--- src/rtl/hilo_unit.sv ---
// Execute-stage HI/LO unit. It holds the architectural HI and LO registers.
// MTHI, MTLO, MULT and MULTU complete in a single cycle. DIV and DIVU use an
// iterative radix-2 restoring divider that stalls the front of the pipeline
// while it runs.
module hilo_unit #(
  parameter int WIDTH = 32,
  parameter int CNT_W = 5
) (
  input  logic             clk,
  input  logic             resetn,
  input  logic             op_valid,
  input  logic [2:0]       hilo_op,
  input  logic [WIDTH-1:0] a,
  input  logic [WIDTH-1:0] b,
  input  logic             flush,
  output logic [WIDTH-1:0] hi_o,
  output logic [WIDTH-1:0] lo_o,
  output logic             stall
);

  typedef enum logic [2:0] {
    OP_MTHI  = 3'b000,
    OP_MTLO  = 3'b001,
    OP_MULT  = 3'b010,
    OP_MULTU = 3'b011,
    OP_DIV   = 3'b100,
    OP_DIVU  = 3'b101
  } hilo_op_t;

  typedef enum logic [1:0] {
    IDLE = 2'd0,
    RUN  = 2'd1,
    FIX  = 2'd2
  } state_t;

  state_t state, state_nxt;

  logic [WIDTH-1:0] hi, lo;
  logic [WIDTH-1:0] divisor, rem, quo;
  logic [CNT_W-1:0] cnt;
  logic             q_neg, r_neg;

  // An operation is taken only from IDLE, and only when it is not being
  // flushed.
  logic accept, is_div, div_signed, div_start, last_step;
  assign accept     = (state == IDLE) && op_valid && !flush;
  assign is_div     = (hilo_op == OP_DIV) || (hilo_op == OP_DIVU);
  assign div_signed = (hilo_op == OP_DIV);
  assign div_start  = accept && is_div && (b != '0);
  assign last_step  = (cnt == CNT_W'(WIDTH - 1));

  // One multiplier serves both MULT and MULTU. The operands are widened to
  // WIDTH+1 bits, using sign extension for MULT and zero extension for MULTU.
  // The product is then formed on fully extended vectors, so its low 2*WIDTH
  // bits are exact in both cases.
  logic [WIDTH:0]     mul_a, mul_b;
  logic [2*WIDTH+1:0] prod;
  assign mul_a = {(hilo_op == OP_MULT) && a[WIDTH-1], a};
  assign mul_b = {(hilo_op == OP_MULT) && b[WIDTH-1], b};
  assign prod  = {{(WIDTH+1){mul_a[WIDTH]}}, mul_a} * {{(WIDTH+1){mul_b[WIDTH]}}, mul_b};

  // A signed divide runs on magnitudes. The signs are reapplied in FIX.
  logic [WIDTH-1:0] a_mag, b_mag;
  assign a_mag = (div_signed && a[WIDTH-1]) ? -a : a;
  assign b_mag = (div_signed && b[WIDTH-1]) ? -b : b;

  // Restoring step: shift the quotient MSB into the remainder, then
  // trial-subtract the divisor. Bit WIDTH of the result is the borrow.
  logic [WIDTH:0]   trial;
  logic [WIDTH-1:0] rem_shift;
  assign rem_shift = {rem[WIDTH-2:0], quo[WIDTH-1]};
  assign trial     = {rem, quo[WIDTH-1]} - {1'b0, divisor};

  // State register.
  // NOTE: sequential state is written with non-blocking assignments only, so
  // every flop samples the values from before the edge regardless of block order.
  always_ff @(posedge clk or negedge resetn) begin
    if (!resetn) state <= IDLE;
    else         state <= state_nxt;
  end

  // Next-state logic: flush returns the divider to IDLE from any state.
  always_comb begin
    // NOTE: the default assignment first means no path leaves state_nxt
    // unassigned, so no latch is inferred.
    state_nxt = state;
    unique case (state)
      IDLE:    if (div_start) state_nxt = RUN;
      RUN:     if (flush) state_nxt = IDLE;
               else if (last_step) state_nxt = FIX;
      FIX:     state_nxt = IDLE;
      default: state_nxt = IDLE;
    endcase
  end

  // Output logic: stall during the accept cycle and all WIDTH RUN cycles.
  always_comb begin
    stall = div_start || (state == RUN);
  end

  // Datapath: HI/LO writes, divider setup, iteration, and sign fix-up.
  always_ff @(posedge clk or negedge resetn) begin
    if (!resetn) begin
      hi      <= '0;
      lo      <= '0;
      divisor <= '0;
      rem     <= '0;
      quo     <= '0;
      cnt     <= '0;
      q_neg   <= 1'b0;
      r_neg   <= 1'b0;
    end else begin
      unique case (state)
        IDLE: begin
          if (accept) begin
            case (hilo_op)
              OP_MTHI:  hi <= a;
              OP_MTLO:  lo <= a;
              OP_MULT,
              OP_MULTU: {hi, lo} <= prod[2*WIDTH-1:0];
              OP_DIV,
              OP_DIVU: begin
                if (b != '0) begin
                  divisor <= b_mag;
                  quo     <= a_mag;
                  rem     <= '0;
                  cnt     <= '0;
                  q_neg   <= div_signed && (a[WIDTH-1] ^ b[WIDTH-1]);
                  r_neg   <= div_signed && a[WIDTH-1];
                end
              end
              default: ;
            endcase
          end
        end
        RUN: begin
          cnt <= cnt + CNT_W'(1);
          if (!trial[WIDTH]) begin
            rem <= trial[WIDTH-1:0];
            quo <= {quo[WIDTH-2:0], 1'b1};
          end else begin
            rem <= rem_shift;
            quo <= {quo[WIDTH-2:0], 1'b0};
          end
        end
        FIX: begin
          if (!flush) begin
            lo <= q_neg ? -quo : quo;
            hi <= r_neg ? -rem : rem;
          end
        end
        default: ;
      endcase
    end
  end

  assign hi_o = hi;
  assign lo_o = lo;

endmodule

--- config.mk ---
export PLATFORM = sky130hd
export DESIGN_NAME = hilo_unit
export DESIGN_NICKNAME = d
export VERILOG_FILES = /design/src/rtl/hilo_unit.sv
export SDC_FILE = /design/constraint.sdc
export NUM_CORES = 2
export LEC_CHECK = 0
export CAP_MARGIN = 25
export CORE_MARGIN = 2
export CORE_UTILIZATION = 44
export DETAILED_ROUTE_END_ITERATION = 12
export GPL_TIMING_DRIVEN = 0
export SYNTH_ARGS = -nofsm -noshare
export SYNTH_HDL_FRONTEND = slang
export SYNTH_SLANG_ARGS = --single-unit
--- constraint.sdc ---
create_clock -name clk -period 5.6 [get_ports clk]
set_input_delay 1.68 -clock clk [delete_from_list [all_inputs] [get_ports clk]]
set_output_delay 1.68 -clock clk [all_outputs]
set_load 0.005 [all_outputs]
# After elaboration in Yosys (flattened, before gate mapping)
# Cells that the tools add are included.
# word_totals
ff_bits	169
output_inout_bits	65
# classes
n_addsub	6
n_mul	1
eq_ne	16
mux	30
bitwise	1
reduce_logical	24
# ops
operator	n
$mux W32	15
$pmux W32 S2	6
$neg A32 Y32	4
$mul A33 B33 Y64	1
$sub A33 B32 Y33	1
$reduce_bool A32 Y1	1
$reduce_and A4 Y1	4
$mux W5	3
$pmux W5 S2	1
$logic_and A1 B1 Y1	9
$eq A3 B2 Y1 const B	2
$eq A3 B3 Y1 const B	2
$mux W2	3
$ne A2 B2 Y1 const B	3
$ne A3 B1 Y1 const B	2
$add A5 B1 Y5 const B	1
$eq A5 B5 Y1 const B	1
$ne A2 B1 Y1 const B	2
$pmux W2 S2	1
$reduce_bool A2 Y1	2
$reduce_or A2 Y1	2
$eq A3 B1 Y1 const B	1
$logic_not A3 Y1	1
$ne A3 B3 Y1 const B	1
8 further kinds	9

# Depth between registers and ports, before layout
# logic_depth
ltp_word	7
mapped_depth	34

# Worst setup path before layout
# No wires, ideal clock.
# synth_timing
path_kind	in2reg
from	in hilo_op[2]
to	reg hi[28], in the netlist hi_o[28]
t_arrival_ps	9986
setup_slack_ps	-4464
stages	32
n_path_buf	4
cell_sequence	nand2b_1 > clkbuf_1 > nor2_1 > clkbuf_1 > and2_1 > clkbuf_1 > nand2_1 > inv_1 > fa_1 > fa_1 > fa_1 > inv_1 > fa_1 > inv_1 > fa_1 > fa_1 > inv_1 > fa_1 > fa_1 > inv_1 > ha_1 > clkbuf_1 > a2111o_1 > or2_2 > o211ai_1 > o21ai_0 > a21oi_1 > a21bo_2 > o2111ai_1 > a21o_1 > mux2_2 > a21oi_1
# synth_via
elab_chain_cells	6
elab_cells_between_ends	12
# synth_lines
item	line_no	rtl
from (decl)	12	input logic [2:0] hilo_op,
$eq A3 B2 Y1	58, 59, 116	
$logic_and A1 B1 Y1 (on tied branches)	58, 59	
$mul A33 B33 Y64	60	assign prod = {{(WIDTH+1){mul_a[WIDTH]}}, mul_a} * {{(WIDTH+1){mul_b[WIDTH]}}, mul_b};
$pmux W32 S2	116	case (hilo_op)
$mux W32	115	if (accept) begin
$pmux W32 S2	113	unique case (state)
to (signal assigned)	120	OP_MULTU: {hi, lo} <= prod[2*WIDTH-1:0];
to (signal assigned)	149	hi <= r_neg ? -rem : rem;
to (decl)	38	logic [WIDTH-1:0] hi, lo;
# Parallel ways exist; a longest one is shown, timed or not. The select of a mux whose other input is x is not followed.
# A chain may end at the register's enable or synchronous reset.

# Final worst setup path
# Same ends and word-level chain as after synthesis.

==> impl_results.md <==
* GRT Max-Usage Layer: met2
* R2r setup slk at 0.36 ns
* Post-synth top area share at 0.452
* Total GRT Usage at 0.367
* Number of synthesized flops with an enable pin at 0
* Area leader, netlist: fa_1
* Fillers at 10,500
* Relative slew slack at 0.273
* Die X at 341 um
* Worst Path Max Fanout at 6
* Post-Place Cell Area at 0.0543 sq mm
* Hold Crit Class: register to register
* RSZ-0062 raised after global routing: true
* Core ar. at 0.112 sq mm
* Detailed-route wire length at 211 mm
* Startpoint Class: primary input
* Critical path type: primary input to register
* Worst Path Required at 6.04 ns
* Final ANT Viol Nets at 0
* Mean Syn Cell Area at 8.67 sq um
* Synth Cell Area at 0.0499 sq mm
* DRC at 0
* Num rows at 123
* Critical path's largest stage delay at 0.72 ns
* Die span in y at 341 um
* Detailed Place HPWL at 170 mm
* Num ports at 136
* # H-tree levels at 4
* TritonRoute pass-1 iters at 5
* Total grt overflow at 0
* DR vias at 43,300
* First-pass GRT wire length at 305 mm
* Final Hold Fails at 0
* Syn. warnings at 0
* Area Growth Syn to Fin at 21.6%
* Wire per inst at 27.8 um
* Setup Skew at 0.0157 ns
* FMAX at 106 MHz
* Hold bufs inserted after CTS at 0
* CP max stage cell: fa_2
* Grt met2 use at 0.547
* Synth Flop Type: dfrtp_1
* Worst-Margin Slew at 1.06 ns
* Count of final setup violators at 56
* Seq/Total Area, Yosys at 0.0847
* Final instance area at 0.0607 sq mm
* Clock tree buffer depth at 3
* Failing checks: setup timing
* Placer Congestion at 1.04
* Share of the core filled with cells at 0.540
* Initial antenna violation count at 14
* CP endpoint kind: register
* Post-Synthesis Net Count at 7,205
* GRT met3 Usage at 0.100
* Iteration-0 DRC Markers at 4,280
* Top post-synthesis cells by area: fa_1 (45%), inv_1 (9.0%), dfrtp_1 (8.5%), nand2_1 (7.6%), ha_1 (6.3%)
* Clock Sinks at 169
* Mapped Cells at 5,757
* Worst EP arrival at 9.89 ns
* Final #Nets at 7,553
* Root buf cell: clkbuf_16
* Fin Hold WS at 0.482 ns
* Vias in the first global route at 44,500
* Worst-Skew Late Latency at 0.51 ns
* Final setup margin at -3.85 ns
* PortBufs at 95
* DIE AREA at 0.116 sq mm
* Max-capacitance violation count at 0
* Final period util at 1.69
* Synth unique cells at 68
* Largest net degree at the start of global routing at 112
* Final min period at 9.45 ns
* Met1 Use GR at 0.483
* Synth cell count leaders: inv_1 (1,196), fa_1 (1,126), nand2_1 (1,016), and2_1 (304), clkbuf_1 (284)
* Most frequent cell after synthesis: inv_1
* Ys async rst share at 1.00
* Outcome: complete, but fails checks
* Yosys reg bits at 169
* Vias per cell at 5.68
* Initial Util at 0.444
* Max Slew Vio Count at 0
* Reg clk slew, reported paths at 0.07 ns
* TritonCTS clock tree: done
* Share of cells above drive strength 1 at 0.170
* CTS buffer count at 25
-- layer usage --
layer | routed length [um] | part of all wire
met5 | 58 | 0.00027
met4 | 15800 | 0.075
met3 | 23600 | 0.11
met2 | 90600 | 0.43
met1 | 81500 | 0.39
-- through the flow --
stage / worst slack, ns / TNS [ns] / instances
2_1_floorplan: -3.92 / -140.52 / 5757
3_3_place_gp: -6.57 / -1136.16 / 7352
3_5_place_dp: -6.65 / -350.33 / 7367
4_1_cts: -3.81 / -152.69 / 7556
5_1_grt: -3.90 / -163.28 / 7610
6_report: -3.85 / -156.31 / 7620
-- cells in the final DEF, fill, tap and decap left out, types with 36 or more instances in the layout --
master | Yosys | final
a21oi_1 | 163 | 122
a31oi_1 | 46 | 39
inv_2 | 0 | 57
o21ai_1 | 2 | 56
xor2_1 | 76 | 70
buf_6 | 0 | 68
nand2_1 | 1016 | 973
fa_1 | 1126 | 1044
o21ai_0 | 254 | 168
clkdlybuf4s50_1 | 0 | 66
nor2_1 | 166 | 148
buf_4 | 1 | 185
dfrtp_1 | 169 | 169
ha_4 | 0 | 65
ha_1 | 251 | 181
o211ai_1 | 36 | 36
xnor2_1 | 129 | 115
inv_1 | 1196 | 1130
a21o_1 | 45 | 43
and2_1 | 304 | 288
clkbuf_2 | 0 | 44
clkbuf_8 | 0 | 50
clkbuf_16 | 0 | 68
fa_2 | 0 | 82
clkbuf_1 | 284 | 78
-- path summary, 6_finish.rpt --
path | startpoint | endpoint | depth (start not counted)
worst max-delay path | hilo_op[2] | hi_o[28]$_DFFE_PN0P_ | 31
worst min-delay path | divisor[27]$_DFFE_PN0P_ | divisor[27]$_DFFE_PN0P_ | 2
worst max register to register | quo[31]$_DFFE_PN0P_ | rem[29]$_DFFE_PN0P_ | 15
worst min register to register | divisor[27]$_DFFE_PN0P_ | divisor[27]$_DFFE_PN0P_ | 2
max in group asynchronous | resetn | divisor[25]$_DFFE_PN0P_ | 2
min in group asynchronous | resetn | quo[13]$_DFFE_PN0P_ | 1
-- critical path: cells and delay by family --
family	cells	cell delay, ns
compound gates	8	1.57
fa+ha+maj	9	4.51
buf+inv	8	1.00
mux	1	0.33
simple gates	5	0.78
-- sequential cells by signal (all words and copies together), names as in the netlist --
signal   count
cnt          5
divisor     32
rem         32
q_neg        1
hi_o        32
state        2
quo         32
r_neg        1
lo_o        32
-- layout make-up --
| cell class | count | area, sq um | share of cell area |
|---|---|---|---|
| diodes | 10 | 25.0 | 0.000412 |
| well taps | 1500 | 1880 | 0.0309 |
| clock buffers | 28 | 667 | 0.0110 |
| repair buffers | 338 | 3310 | 0.0546 |
| clock inverters | 4 | 50.0 | 0.000825 |
| plain buffers | 337 | 3470 | 0.0572 |
| flip-flops and latches | 169 | 4230 | 0.0697 |
| multi-input cells | 4038 | 42500 | 0.701 |
| inverters | 1196 | 4520 | 0.0744 |
-- timing repair --
| item | 4_1_cts | 5_1_grt |
|---|---|---|
| pin swaps | 216 | 224 |
| resized for setup | 831 | 297 |
| setup endpoints to repair | 164 | 59 |
| gates cloned | 1 | 2 |
| setup buffers | 165 | 64 |
-- kinds of logic (layout without fill, tap and decap cells) --
kind of cell	Yosys count	after routing	share of synthesized area
simple gates	1720	1720	0.156
flops	169	169	0.0847
compound gates	702	702	0.0854
other cells	0	10	0
fa+ha+maj	1377	1377	0.515
xor+xnor	205	205	0.0360
mux	34	34	0.00687
buf+inv	1550	1903	0.117
Power is not shown: default switching activity piles up to over one toggle a cycle in this logic, so the estimate is an artifact.
